**config.mk**
```make
export PLATFORM = sky130hd
export DESIGN_NAME = mem_access_sequencer
export DESIGN_NICKNAME = d
export VERILOG_FILES = /design/src/rtl/mem_access_sequencer.sv
export SDC_FILE = /design/constraint.sdc
export NUM_CORES = 1
export LEC_CHECK = 0
export BUFFER_PORTS_ARGS = -buffer_cell sky130_fd_sc_hd__buf_2
export CAP_MARGIN = 10
export CORE_AREA = 2 2 155 157
export CTS_CLUSTER_DIAMETER = 30
export DETAILED_ROUTE_END_ITERATION = 10
export DIE_AREA = 0 0 157 159
export SLEW_MARGIN = 20
export SYNTH_ARGS = -nofsm -noshare
export SYNTH_HDL_FRONTEND = slang
export SYNTH_SLANG_ARGS = --single-unit
```
**constraint.sdc**
```tcl
create_clock -name i_clk -period 2.5 [get_ports i_clk]
set_input_delay 0.125 -clock i_clk [delete_from_list [all_inputs] [get_ports i_clk]]
set_output_delay 0.125 -clock i_clk [all_outputs]
set_load 0.1 [all_outputs]
```
**src/rtl/mem_access_sequencer.sv**
```systemverilog
// MEM-stage data-memory access sequencer: one valid/ready request plus one response per load/store.
// Optional request/response timeout enabled by defining MEM_SEQ_TIMEOUT_EN.
//
// state | meaning
// ------+-------------------------------------------------------------
// IDLE  | no access in flight; accept the MEM-stage load/store
// REQ   | request presented, waiting for i_dmem_req_ready
// RSP   | request accepted, waiting for i_dmem_rsp_valid
// DONE  | single release cycle: o_done, flags valid, pipeline advances

`ifndef XLEN_64b
`define XLEN_64b 2
`endif

module mem_access_sequencer #(
    parameter int unsigned XLEN           = `XLEN_64b,
    parameter int unsigned TIMEOUT_CYCLES = 255,
    localparam int unsigned W             = 1 << (XLEN + 4)
) (
    input  logic         i_clk,
    input  logic         i_rst_n,
    input  logic         i_mem_req_m,
    input  logic         i_mem_wr_m,
    input  logic [2:0]   i_f3_m,
    input  logic [W-1:0] i_addr_m,
    input  logic [W-1:0] i_wdata_m,
    output logic         o_dmem_req_valid,
    input  logic         i_dmem_req_ready,
    output logic         o_dmem_we,
    output logic [1:0]   o_dmem_size,
    output logic [W-1:0] o_dmem_addr,
    output logic [W-1:0] o_dmem_wdata,
    input  logic         i_dmem_rsp_valid,
    input  logic [W-1:0] i_dmem_rsp_data,
    input  logic         i_dmem_rsp_err,
    output logic [W-1:0] o_rdata_m,
    output logic         o_pipe_hold,
    output logic         o_done,
    output logic         o_access_fault,
    output logic         o_misaligned
);

    localparam logic [1:0] ST_IDLE = 2'd0;
    localparam logic [1:0] ST_REQ  = 2'd1;
    localparam logic [1:0] ST_RSP  = 2'd2;
    localparam logic [1:0] ST_DONE = 2'd3;

    logic [1:0]   state_q;
    logic [1:0]   state_d;

    logic         req_we_q;
    logic [1:0]   req_size_q;
    logic [W-1:0] req_addr_q;
    logic [W-1:0] req_wdata_q;
    logic [W-1:0] rdata_q;
    logic         fault_q;
    logic         misal_q;

    logic         misaligned_m;
    logic         tmo_hit;

    logic         unused_f3;
    assign unused_f3 = i_f3_m[2];

    always_comb begin
        misaligned_m = 1'b0;
        case (i_f3_m[1:0])
            2'd0:    misaligned_m = 1'b0;
            2'd1:    misaligned_m = i_addr_m[0];
            2'd2:    misaligned_m = |i_addr_m[1:0];
            default: misaligned_m = |i_addr_m[2:0];
        endcase
    end

`ifdef MEM_SEQ_TIMEOUT_EN
    localparam int unsigned TMO_W = $clog2(TIMEOUT_CYCLES + 1);

    // Down-counter loaded on request launch; the final REQ/RSP cycle is the one holding 1.
    logic [TMO_W-1:0] tmo_cnt_q;

    assign tmo_hit = (tmo_cnt_q == TMO_W'(1));

    always_ff @(posedge i_clk) begin
        if (!i_rst_n) begin
            tmo_cnt_q <= '0;
        end else if (state_q == ST_IDLE) begin
            tmo_cnt_q <= TMO_W'(TIMEOUT_CYCLES);
        end else if ((state_q == ST_REQ) || (state_q == ST_RSP)) begin
            if (tmo_cnt_q != '0) begin
                tmo_cnt_q <= tmo_cnt_q - TMO_W'(1);
            end
        end
    end
`else
    logic [31:0] unused_tmo_cycles;
    assign unused_tmo_cycles = 32'(TIMEOUT_CYCLES);
    assign tmo_hit           = 1'b0;
`endif

    always_comb begin
        state_d = state_q;
        case (state_q)
            ST_IDLE: begin
                if (i_mem_req_m) begin
                    state_d = misaligned_m ? ST_DONE : ST_REQ;
                end
            end
            ST_REQ: begin
                if (i_dmem_req_ready) begin
                    state_d = ST_RSP;
                end else if (tmo_hit) begin
                    state_d = ST_DONE;
                end
            end
            ST_RSP: begin
                // A response in the REQ/ready cycle is never seen here: only RSP samples it.
                if (i_dmem_rsp_valid || tmo_hit) begin
                    state_d = ST_DONE;
                end
            end
            ST_DONE: state_d = ST_IDLE;
            default: state_d = ST_IDLE;
        endcase
    end

    always_ff @(posedge i_clk) begin
        if (!i_rst_n) begin
            state_q     <= ST_IDLE;
            req_we_q    <= 1'b0;
            req_size_q  <= 2'd0;
            req_addr_q  <= '0;
            req_wdata_q <= '0;
            rdata_q     <= '0;
            fault_q     <= 1'b0;
            misal_q     <= 1'b0;
        end else begin
            state_q <= state_d;
            case (state_q)
                ST_IDLE: begin
                    if (i_mem_req_m && !misaligned_m) begin
                        req_we_q    <= i_mem_wr_m;
                        req_size_q  <= i_f3_m[1:0];
                        req_addr_q  <= i_addr_m;
                        req_wdata_q <= i_wdata_m;
                    end
                    if (i_mem_req_m && misaligned_m) begin
                        misal_q <= 1'b1;
                    end
                end
                ST_REQ: begin
                    if (!i_dmem_req_ready && tmo_hit) begin
                        fault_q <= 1'b1;
                    end
                end
                ST_RSP: begin
                    if (i_dmem_rsp_valid) begin
                        if (!req_we_q) begin
                            rdata_q <= i_dmem_rsp_data;
                        end
                        fault_q <= i_dmem_rsp_err;
                    end else if (tmo_hit) begin
                        fault_q <= 1'b1;
                    end
                end
                ST_DONE: begin
                    fault_q <= 1'b0;
                    misal_q <= 1'b0;
                end
                default: begin
                    fault_q <= 1'b0;
                    misal_q <= 1'b0;
                end
            endcase
        end
    end

    assign o_dmem_req_valid = (state_q == ST_REQ);
    assign o_dmem_we        = req_we_q;
    assign o_dmem_size      = req_size_q;
    assign o_dmem_addr      = req_addr_q;
    assign o_dmem_wdata     = req_wdata_q;
    assign o_rdata_m        = rdata_q;
    assign o_done           = (state_q == ST_DONE);
    assign o_access_fault   = fault_q;
    assign o_misaligned     = misal_q;

    // Hold covers the IDLE cycle that sees the access so EX_MEM cannot overwrite it.
    assign o_pipe_hold = i_rst_n &
                         (((state_q == ST_IDLE) && i_mem_req_m) ||
                          (state_q == ST_REQ) || (state_q == ST_RSP));

`ifndef SYNTHESIS
    a_req_stable: assert property (@(posedge i_clk) disable iff (!i_rst_n)
        (o_dmem_req_valid && !i_dmem_req_ready) |=>
            ($stable(o_dmem_addr) && $stable(o_dmem_wdata) &&
             $stable(o_dmem_we) && $stable(o_dmem_size)));

    a_done_pulse: assert property (@(posedge i_clk) disable iff (!i_rst_n)
        o_done |=> !o_done);
`endif

endmodule

```
==> impl_metrics.yaml, run 1 <==
cts:
  clk_pin_slew_ns: 0.08
  insertion_delay_ns: 0.43
  cts_tree: "built"
  cts_resized: 0
  htreeDepth: 4
  cts_buffer_depth: 2
  clock_sinks: 199
  cts-buffers-inserted: 17
  cts_root_buf: "clkbuf_16"
global_route:
  grt_start_max_net_pins: 141
  grt_pass1_vias: 7930
  globalRouteTotalUtil_pct: 19.8
  grt_pass1_wl_mm: 39.7
  globalRouteOverflowTotal: 0
  antenna_found_initial: 0
sta:
  finalSetupViolations: 0
  hold_viol: 0
  finalCritPeriodShare_pct: 83.5
  worst-slew-pin-transition_ns: 0.679
  max_slew_margin_pct: 54.7
  fin_crit_ns: 2.09
  grt_setup_unrepaired: "no"
  slew_violations: 0
  setup_tns_ns: 0
  setup_ws_ns: 0.413
  fin_skew_ns: 0.0118
  fmax_mhz: 479
routing:
  drtIter0Drc: 463
  post_drt_wl_per_cell_um: 14.4
  wl_mm: 25.7
  drc: 0
  antenna_left: 0
  vias: 8154
  drt_first_pass_iters: 4
  avgViaCountPerCell: 4.58
die:
  dieArea_um2: 25000
  die_width_um: 157
  core_area_um2: 23200
  num_rows: 56
  ios: 402
  fp.dieH_um: 159
  start_util_pct: 31.1
run_status:
  outcome: "finished, final reports clean"
synth:
  post-synth-top-area-fraction_pct: 55.3
  netlist_instances: 897
  yosysWarnings: 0
  synth.area.top_cells: "dfxtp_1 55%, nand2_1 14%, nand3_1 9.1%, o21ai_0 6.3%, a21oi_1 4.8%"
  ys_seq_area_share_pct: 55.3
  synth_area_per_cell_um2: 8.04
  synth_nets: 1104
  synth_top_area_cell: "dfxtp_1"
  netlist_area_um2: 7210
  ys_ff_latch: 199
  synth_cell_types: 27
worst_setup_path:
  cp-end-kind: "output port"
  path_class: "flip-flop to output port"
  crit_arrival_ns: 1.96
  worstPathRequired_ns: 2.38
  start_kind: "flip-flop"
  cp_max_fo: 4
place:
  portBuffers: 400
  dpl.hpwl_mm: 16.6
  gp_congestion: 0.780
  place_ws_ns: 0.487
  placed_cell_area_um2: 9450
  dp_cells: 1554
finish:
  diodes: 0
  synthToLayoutAreaGrowth_pct: 66.2
  finalInstanceArea_um2: 12000
  most-common-layout-cells: "399 x buf_2, 263 x nand2_1, 199 x dfxtp_1"
  finalNonFillerCells: 1779
  final_common_cell: "buf_2"
  finish.net_count: 1655
  layout-drive-gt1-share_pct: 30.9
  fin_util_pct: 51.7
  multi_input_area_um2: 2860
  nFillCells: 2144
  seq_area_um2: 3980
power:
  pwr-share-clk_pct: 24.6
  power.net_switching_mw: 5.31
  p_sw_share_pct: 47.1
  power_leakage_nw: 5.33
  seqPwrFrac_pct: 33.1
  p_per_area_nw_per_um2: 940
  p_comb_share_pct: 42.3
  ir_drop_v: 0.000406
  p_int_mw: 5.96
hold_path:
  hp-class: "input port to flip-flop"
job:
  maxCapViolCount: 0
-- power groups by stage --
stage                     registers, mW  clock network [mW]  logic, mW
final                              3.73                2.77       4.76
after global placement             3.79                   0       4.50
after floorplan                    6.34                   0       1.16
after detailed placement           3.80                   0       4.52
after CTS                          3.73                2.85       4.76
after global routing               3.78                2.99       5.00
-- worst paths after layout --
check / slack (ns) / cells past startpoint / start / end
worst max-delay path: 0.41 / 5 / state_q[0]$_SDFFE_PN0P_ / o_pipe_hold
worst min-delay path: 0.03 / 3 / i_addr_m[3] / o_dmem_addr[3]$_SDFFE_PN0P_
worst max register to register: 0.44 / 8 / state_q[0]$_SDFFE_PN0P_ / o_dmem_addr[28]$_SDFFE_PN0P_
worst min register to register: 0.45 / 2 / o_dmem_wdata[23]$_SDFFE_PN0P_ / o_dmem_wdata[23]$_SDFFE_PN0P_
-- through the flow --
step	hold slack, ns	power [mW]
2_1_floorplan	0.255	7.50
3_3_place_gp	0.337	8.28
3_5_place_dp	0.346	8.32
4_1_cts	0.00979	11.3
5_1_grt	0.00882	11.8
6_report	0.0263	11.3
-- cell usage after synthesis --
library cell / count
inv_1: 4
o221ai_1: 1
a21boi_0: 1
or3_1: 1
dfxtp_1: 199
o21bai_1: 1
buf_2: 5
a211oi_4: 1
or2_2: 1
o21a_1: 1
a31oi_1: 2
a211o_1: 1
ha_1: 5
nor3b_1: 1
a21oi_1: 69
nand2_1: 263
o21ai_1: 40
o21ai_0: 91
nand3_1: 131
nand2b_1: 1
buf_6: 10
clkbuf_2: 2
nor2_1: 3
mux2i_1: 1
clkinv_1: 1
clkbuf_1: 60
a21o_1: 1
-- state kept, by name, indices dropped and copies added (netlist names) --
| register | count |
|---|---|
| o_dmem_wdata | 64 |
| o_rdata_m | 64 |
| state_q | 2 |
| o_dmem_size | 2 |
| o_access_fault | 1 |
| o_misaligned | 1 |
| o_dmem_we | 1 |
| o_dmem_addr | 64 |
-- logic make-up (layout without fill, tap and decap cells) --
| kind of cell | Yosys count | after routing | synth area share [%] |
|---|---|---|---|
| muxes | 1 | 1 | 0.139 |
| adders and majority gates | 5 | 5 | 0.868 |
| DFF | 199 | 199 | 55.3 |
| buffers and inverters | 82 | 645 | 5.43 |
| and+or+nand+nor | 401 | 401 | 23.3 |
| AOI/OAI and AO/OA | 209 | 209 | 15.0 |
-- critical path, stage by stage (launching register included) --
cell and delay, ns:
dfxtp_1 0.34, inv_1 0.11, ha_1 0.20, nand2_1 0.19
a31oi_4 0.22, buf_2 0.48
-- area by class of cell --
type                    instances  share of cell area, %
multi-input cells             616                   23.8
flip-flops and latches        199                   33.2
clock inverters                12                   1.13
clock buffers                  19                   3.78
well taps                     319                   3.33
inverters                       5                  0.157
repair buffers                609                   34.5
-- repair_timing --
action,4_1_cts,5_1_grt
setup endpoints to repair,0,0
endpoints found under the hold margin,194,0
hold buffers,194,0
buffers inserted,0,0
-- routing by layer --
layer  wire length, µm  global-route usage, %  vias to the layer above  share of wire (%)
li1                  -                      -                     4095                  -
met1             10200                   21.8                     3714                 40
met2             12600                   35.5                      307                 49
met3              2110                   6.29                       38                8.2
met4               651                   7.38                        0                2.5
met5                 0                      0                        -                  0
Note: power is estimated with default switching activity, not from simulation.
==> run 2, diff against run 1 <==
- CORE_AREA: 2 2 155 157 -> 2 2 156 158
- DIE_AREA: 0 0 157 159 -> 0 0 158 160
- clock period: 2.5 -> 2 ns (I/O delays scaled with it)
==> run 2 against run 1 <==
  * First-iteration DRC count is 7.1% lower
  * Flip-flop and latch count unchanged
  * Hold slack better by 0.0023 ns
  * Via count shrank 0.72%
  * Clock skew rose by 0.011 ns
  * Cell count grew 0.62%
  * Utilization decreased by 0.99 points
  * Die area up 1.3%
  * Routed wire length fell by 0.62%
  * Critical path type is now flip-flop to flip-flop
  * Critical endpoint is now o_dmem_addr[35]$_SDFFE_PN0P_
  * Largest cell class unchanged
==> impl_metrics.yaml, run 2 (same netlist as run 1, synthesis figures left out) <==
run_status:
  outcome: "finished, final reports clean"
power:
  power_leakage_nw: 5.37
  ir_drop_v: 0.000579
  fin_total_pwr_mw: 14.1
  p_per_area_nw_per_um2: 1170
worst_setup_path:
  crit_arrival_ns: 2.21
  cp_max_fo: 40
  crit_start: "state_q[0]$_SDFFE_PN0P_"
  worstPathRequired_ns: 2.34
  r2r_slack_ns: 0.13
  r2r-start: "state_q[0]$_SDFFE_PN0P_"
  start_kind: "flip-flop"
  cp-end-kind: "flip-flop"
  rr_worst_depth: 8
  worst_r2r_endpoint: "o_dmem_addr[35]$_SDFFE_PN0P_"
  path_class: "flip-flop to flip-flop"
routing:
  wl_met3_mm: 1.90
  wl_met1_mm: 10.5
  drc: 0
  drt_first_pass_iters: 4
  antenna_left: 0
  maxUsedRoutingLayer: "met4"
  vias: 8095
  avgViaCountPerCell: 4.52
  wl_mm: 25.5
  post_drt_wl_per_cell_um: 14.2
  wl_met2_mm: 12.5
  drtIter0Drc: 430
die:
  ios: 402
  start_util_pct: 30.3
  fp.dieH_um: 160
  dieArea_um2: 25300
  core_area_um2: 23800
  num_rows: 57
  die_width_um: 158
global_route:
  grt_start_max_net_pins: 179
  globalRouteTotalUtil_pct: 19.0
  antenna_found_initial: 0
  grt_pass1_vias: 7662
  globalRouteOverflowTotal: 0
  grt_pass1_wl_mm: 38.7
hold_path:
  hp-class: "input port to flip-flop"
  hold_depth: 3
  hp-start: "i_rst_n"
  whs_endpoint: "o_dmem_size[0]$_SDFFE_PN0P_"
finish:
  diodes: 0
  synthToLayoutAreaGrowth_pct: 67.5
  most-common-layout-cells: "398 x buf_2, 263 x nand2_1, 198 x dfxtp_1"
  finish.net_count: 1660
  final_common_cell: "buf_2"
  layout-drive-gt1-share_pct: 31.1
cts:
  htreeDepth: 4
  cts_buffer_depth: 2
  clk_pin_slew_ns: 0.08
  cts_tree: "built"
  cts_setup_buffers: 0
  cts_root_buf: "clkbuf_16"
  cts-buffers-inserted: 17
  clock_sinks: 199
  insertion_delay_ns: 0.43
sta:
  max_slew_margin_pct: 49.0
  worst-slew-pin-transition_ns: 0.765
  setup_tns_ns: 0
  finalCritPeriodShare_pct: 93.6
  finalSetupViolations: 0
  slew_violations: 0
  fin_crit_ns: 1.87
  fin_skew_ns: 0.0227
  holdWs_ns: 0.0285
  fmax_mhz: 534
  hold_viol: 0
  grt_setup_unrepaired: "yes"
place:
  dpl.hpwl_mm: 16.2
  gp_congestion: 0.754
  portBuffers: 400
job:
  maxCapViolCount: 0
[run 2: final cells by class]
| class | instances | area (µm²) |
|---|---|---|
| sequential | 199 | 3990 |
| inverter | 5 | 18.8 |
| multi-input combinational | 616 | 2860 |
| fill | 2235 | 11700 |
| clock buffer | 19 | 433 |
| timing repair buffer | 614 | 4240 |
| clock inverter | 13 | 135 |
| tap | 324 | 405 |
[run 2: repair_timing]
item                                    CTS  global route
hold endpoints to repair                195             0
resized for setup                         0             1
endpoints found under the setup margin    0             7
hold buffers                            195             0
[run 2: worst max path at each step]
stage                                    end  slack (ns)  depth (start not counted)
3_3_place_gp   o_dmem_wdata[61]$_SDFFE_PN0P_        0.22                          7
4_1_cts        o_dmem_wdata[29]$_SDFFE_PN0P_        0.16                          7
5_1_grt         o_dmem_addr[28]$_SDFFE_PN0P_       -0.02                          8
6_report        o_dmem_addr[35]$_SDFFE_PN0P_        0.13                          8
2_1_floorplan                    o_pipe_hold        0.16                          4
3_5_place_dp   o_dmem_wdata[34]$_SDFFE_PN0P_        0.17                          7
[run 2: where the power goes]
part           internal, mW  leakage [nW]  switching [mW]
combinational          1.28          3.47            4.77
clock                  1.67         0.278            1.71
sequential             4.43          1.62           0.236
[run 2: stage by stage]
step,utilization [%],setup WS (ns),cell area [µm²],std cells
4_1_cts,50.7,0.155,12100,1790
3_3_place_gp,40.1,0.216,9550,1563
5_1_grt,50.7,-0.0185,12100,1790
3_5_place_dp,40.1,0.173,9550,1563
2_1_floorplan,-,0.162,7230,897
6_report,50.7,0.129,12100,1790
[run 2: worst max-delay path: stages (launching register included)]
cell      delay, ns
dfxtp_1        0.34
inv_1          0.11
ha_1           0.20
nand2_1        0.16
a211oi_4       0.29
buf_12         0.21
buf_12         0.20
nand3_1        0.11
o21ai_0        0.14
[run 2: routing by layer]
metal	up-vias	global-route usage, %
met2	298	33.5
li1	4103	-
met4	0	6.63
met5	-	0
met1	3657	22.1
met3	37	4.83
==> run 3, diff against run 2 <==
- clock period: 2 -> 1.79 ns (I/O delays scaled with it)
==> run 3 against run 2 <==
  * The run now ends with setup timing left
  * Cell count up 0.84%
  * Highest routed layer unchanged
  * Largest power group unchanged
  * Global-route usage increased by 0.65 points
  * Combinational power grew 18%
  * Critical path depth grew 2
==> impl_metrics.yaml, run 3 (same netlist as run 1, synthesis figures left out) <==
die:
  dieArea_um2: 25300
  fp.dieH_um: 160
  start_util_pct: 30.3
  core_area_um2: 23800
  ios: 402
  num_rows: 57
  die_width_um: 158
sta:
  max_slew_margin_pct: 63.6
  fin_crit_ns: 1.83
  grt_setup_unrepaired: "yes"
  hold_viol: 0
  finalSetupViolations: 1
  slew_violations: 0
  fin_skew_ns: 0.0124
  worst-slew-pin-transition_ns: 0.545
  finalCritPeriodShare_pct: 102
  fmax_mhz: 545
  setup_ws_ns: -0.0441
cts:
  htreeDepth: 4
  clk_pin_slew_ns: 0.08
  cts_root_buf: "clkbuf_16"
  cts_buffer_depth: 2
  cts_tree: "built"
  clock_sinks: 199
  insertion_delay_ns: 0.43
  cts-buffers-inserted: 17
place:
  dpl.hpwl_mm: 16.4
  gp_congestion: 0.764
  portBuffers: 400
  dp_cells: 1565
  place_ws_ns: 0.0305
worst_setup_path:
  crit_arrival_ns: 2.19
  worstSetupPathDepth: 10
  rr_worst_depth: 10
  worstPathRequired_ns: 2.14
  cpPeakStageDelay_ns: 0.36
  cp_slowest_cell: "dfxtp_4"
  r2r_slack_ns: -0.04
  path_buf_inv: 5
  path_class: "flip-flop to flip-flop"
  cp_common_cell: "buf_12"
  crit_start: "state_q[0]$_SDFFE_PN0P_"
  path_cells: "inv_4 -> ha_4 -> nand2_2 -> a211oi_4 -> buf_12 -> buf_12 -> buf_6 -> clkbuf_16 -> nand3_1 -> o21ai_1"
  cp-end-kind: "flip-flop"
  r2r-start: "state_q[0]$_SDFFE_PN0P_"
  worst_r2r_endpoint: "o_dmem_addr[20]$_SDFFE_PN0P_"
  cp_top_family: "buffers and inverters"
  cp_max_fo: 6
  start_kind: "flip-flop"
routing:
  avgViaCountPerCell: 4.60
  drtIter0Drc: 511
  drc: 0
  antenna_left: 0
  drt_first_pass_iters: 5
  wl_mm: 27.2
  vias: 8299
  post_drt_wl_per_cell_um: 15.1
hold_path:
  hp-class: "input port to flip-flop"
  hp-start: "i_rst_n"
  whs_endpoint: "o_dmem_addr[61]$_SDFFE_PN0P_"
  hold_depth: 3
finish:
  synthToLayoutAreaGrowth_pct: 71.3
  layout-drive-gt1-share_pct: 32.6
  finalNonFillerCells: 1805
  finish.net_count: 1675
  most-common-layout-cells: "398 x buf_2, 261 x nand2_1, 196 x dfxtp_1"
  diodes: 0
  final_common_cell: "buf_2"
power:
  p_per_area_nw_per_um2: 1310
  power_leakage_nw: 5.49
  ir_drop_v: 0.000554
run_status:
  outcome: "finished, violations left"
  violations: "setup timing"
global_route:
  grt_start_max_net_pins: 121
  globalRouteOverflowTotal: 0
  antenna_found_initial: 0
  grt_pass1_vias: 7917
  globalRouteTotalUtil_pct: 19.6
  grt_pass1_wl_mm: 39.8
job:
  maxCapViolCount: 0
run 3: cell count changes in the layout (fill, tap and decap cells not counted), sizes merged:
cell / before / now
clkbuf: 20 / 22
clkinv: 5 / 6
buf: 418 / 430
run 3: metal layers:
metal	GRT usage [%]	wire (µm)	vias to the layer above
met5	0	0	-
met3	5.83	2190	44
met1	22.0	10900	3781
li1	-	-	4139
met2	34.8	13400	335
met4	7.29	656	0
run 3: how the worst max path moves through the flow:
stage	end	slack [ns]
after floorplan	o_pipe_hold	-0.04
after global placement	o_dmem_wdata[35]$_SDFFE_PN0P_	0.09
after detailed placement	o_dmem_wdata[20]$_SDFFE_PN0P_	0.03
after CTS	o_pipe_hold	0.02
after global routing	o_dmem_addr[20]$_SDFFE_PN0P_	-0.09
final	o_dmem_addr[20]$_SDFFE_PN0P_	-0.04
run 3: where the power goes:
group / leakage [nW] / internal, mW / switching, mW
Combinational: 3.60 / 1.66 / 5.48
Clock: 0.280 / 1.85 / 1.90
Sequential: 1.62 / 4.96 / 0.276
run 3: area by class of cell:
cell class,count,area (µm²)
sequential,199,3990
inverter,5,21.3
fill,2210,11500
clock inverter,14,138
multi-input combinational,616,2900
clock buffer,18,429
timing repair buffer,629,4470
tap,324,405
run 3: worst register-to-register path, delay by kind of cell, from the launching register on:
family | cells | cell delay (ns)
AOI/OAI and AO/OA | 2 | 0.45
adders and majority gates | 1 | 0.14
buffers and inverters | 5 | 0.65
DFF | 1 | 0.36
and+or+nand+nor | 2 | 0.16
run 3: through the flow:
stage | util (%) | hold slack (ns) | power (mW) | cell area, µm² | setup TNS, ns
2_1_floorplan | - | 0.220 | 10.5 | 7230 | -0.0372
3_3_place_gp | 40.2 | 0.303 | 11.7 | 9580 | 0
3_5_place_dp | 40.2 | 0.309 | 11.7 | 9580 | 0
4_1_cts | 50.8 | 0.0178 | 15.9 | 12100 | 0
5_1_grt | 51.8 | 0.0457 | 16.8 | 12300 | -0.913
6_report | 51.8 | 0.0359 | 16.1 | 12300 | -0.0441
run 3: timing repair:
item                                    4_1_cts  5_1_grt
gates resized for setup                       6       21
hold endpoints to repair                    195        0
hold buffers                                195        0
cloned                                        0        5
setup buffers                                 0        8
endpoints found under the setup margin        1       22
pin swaps                                     0        1
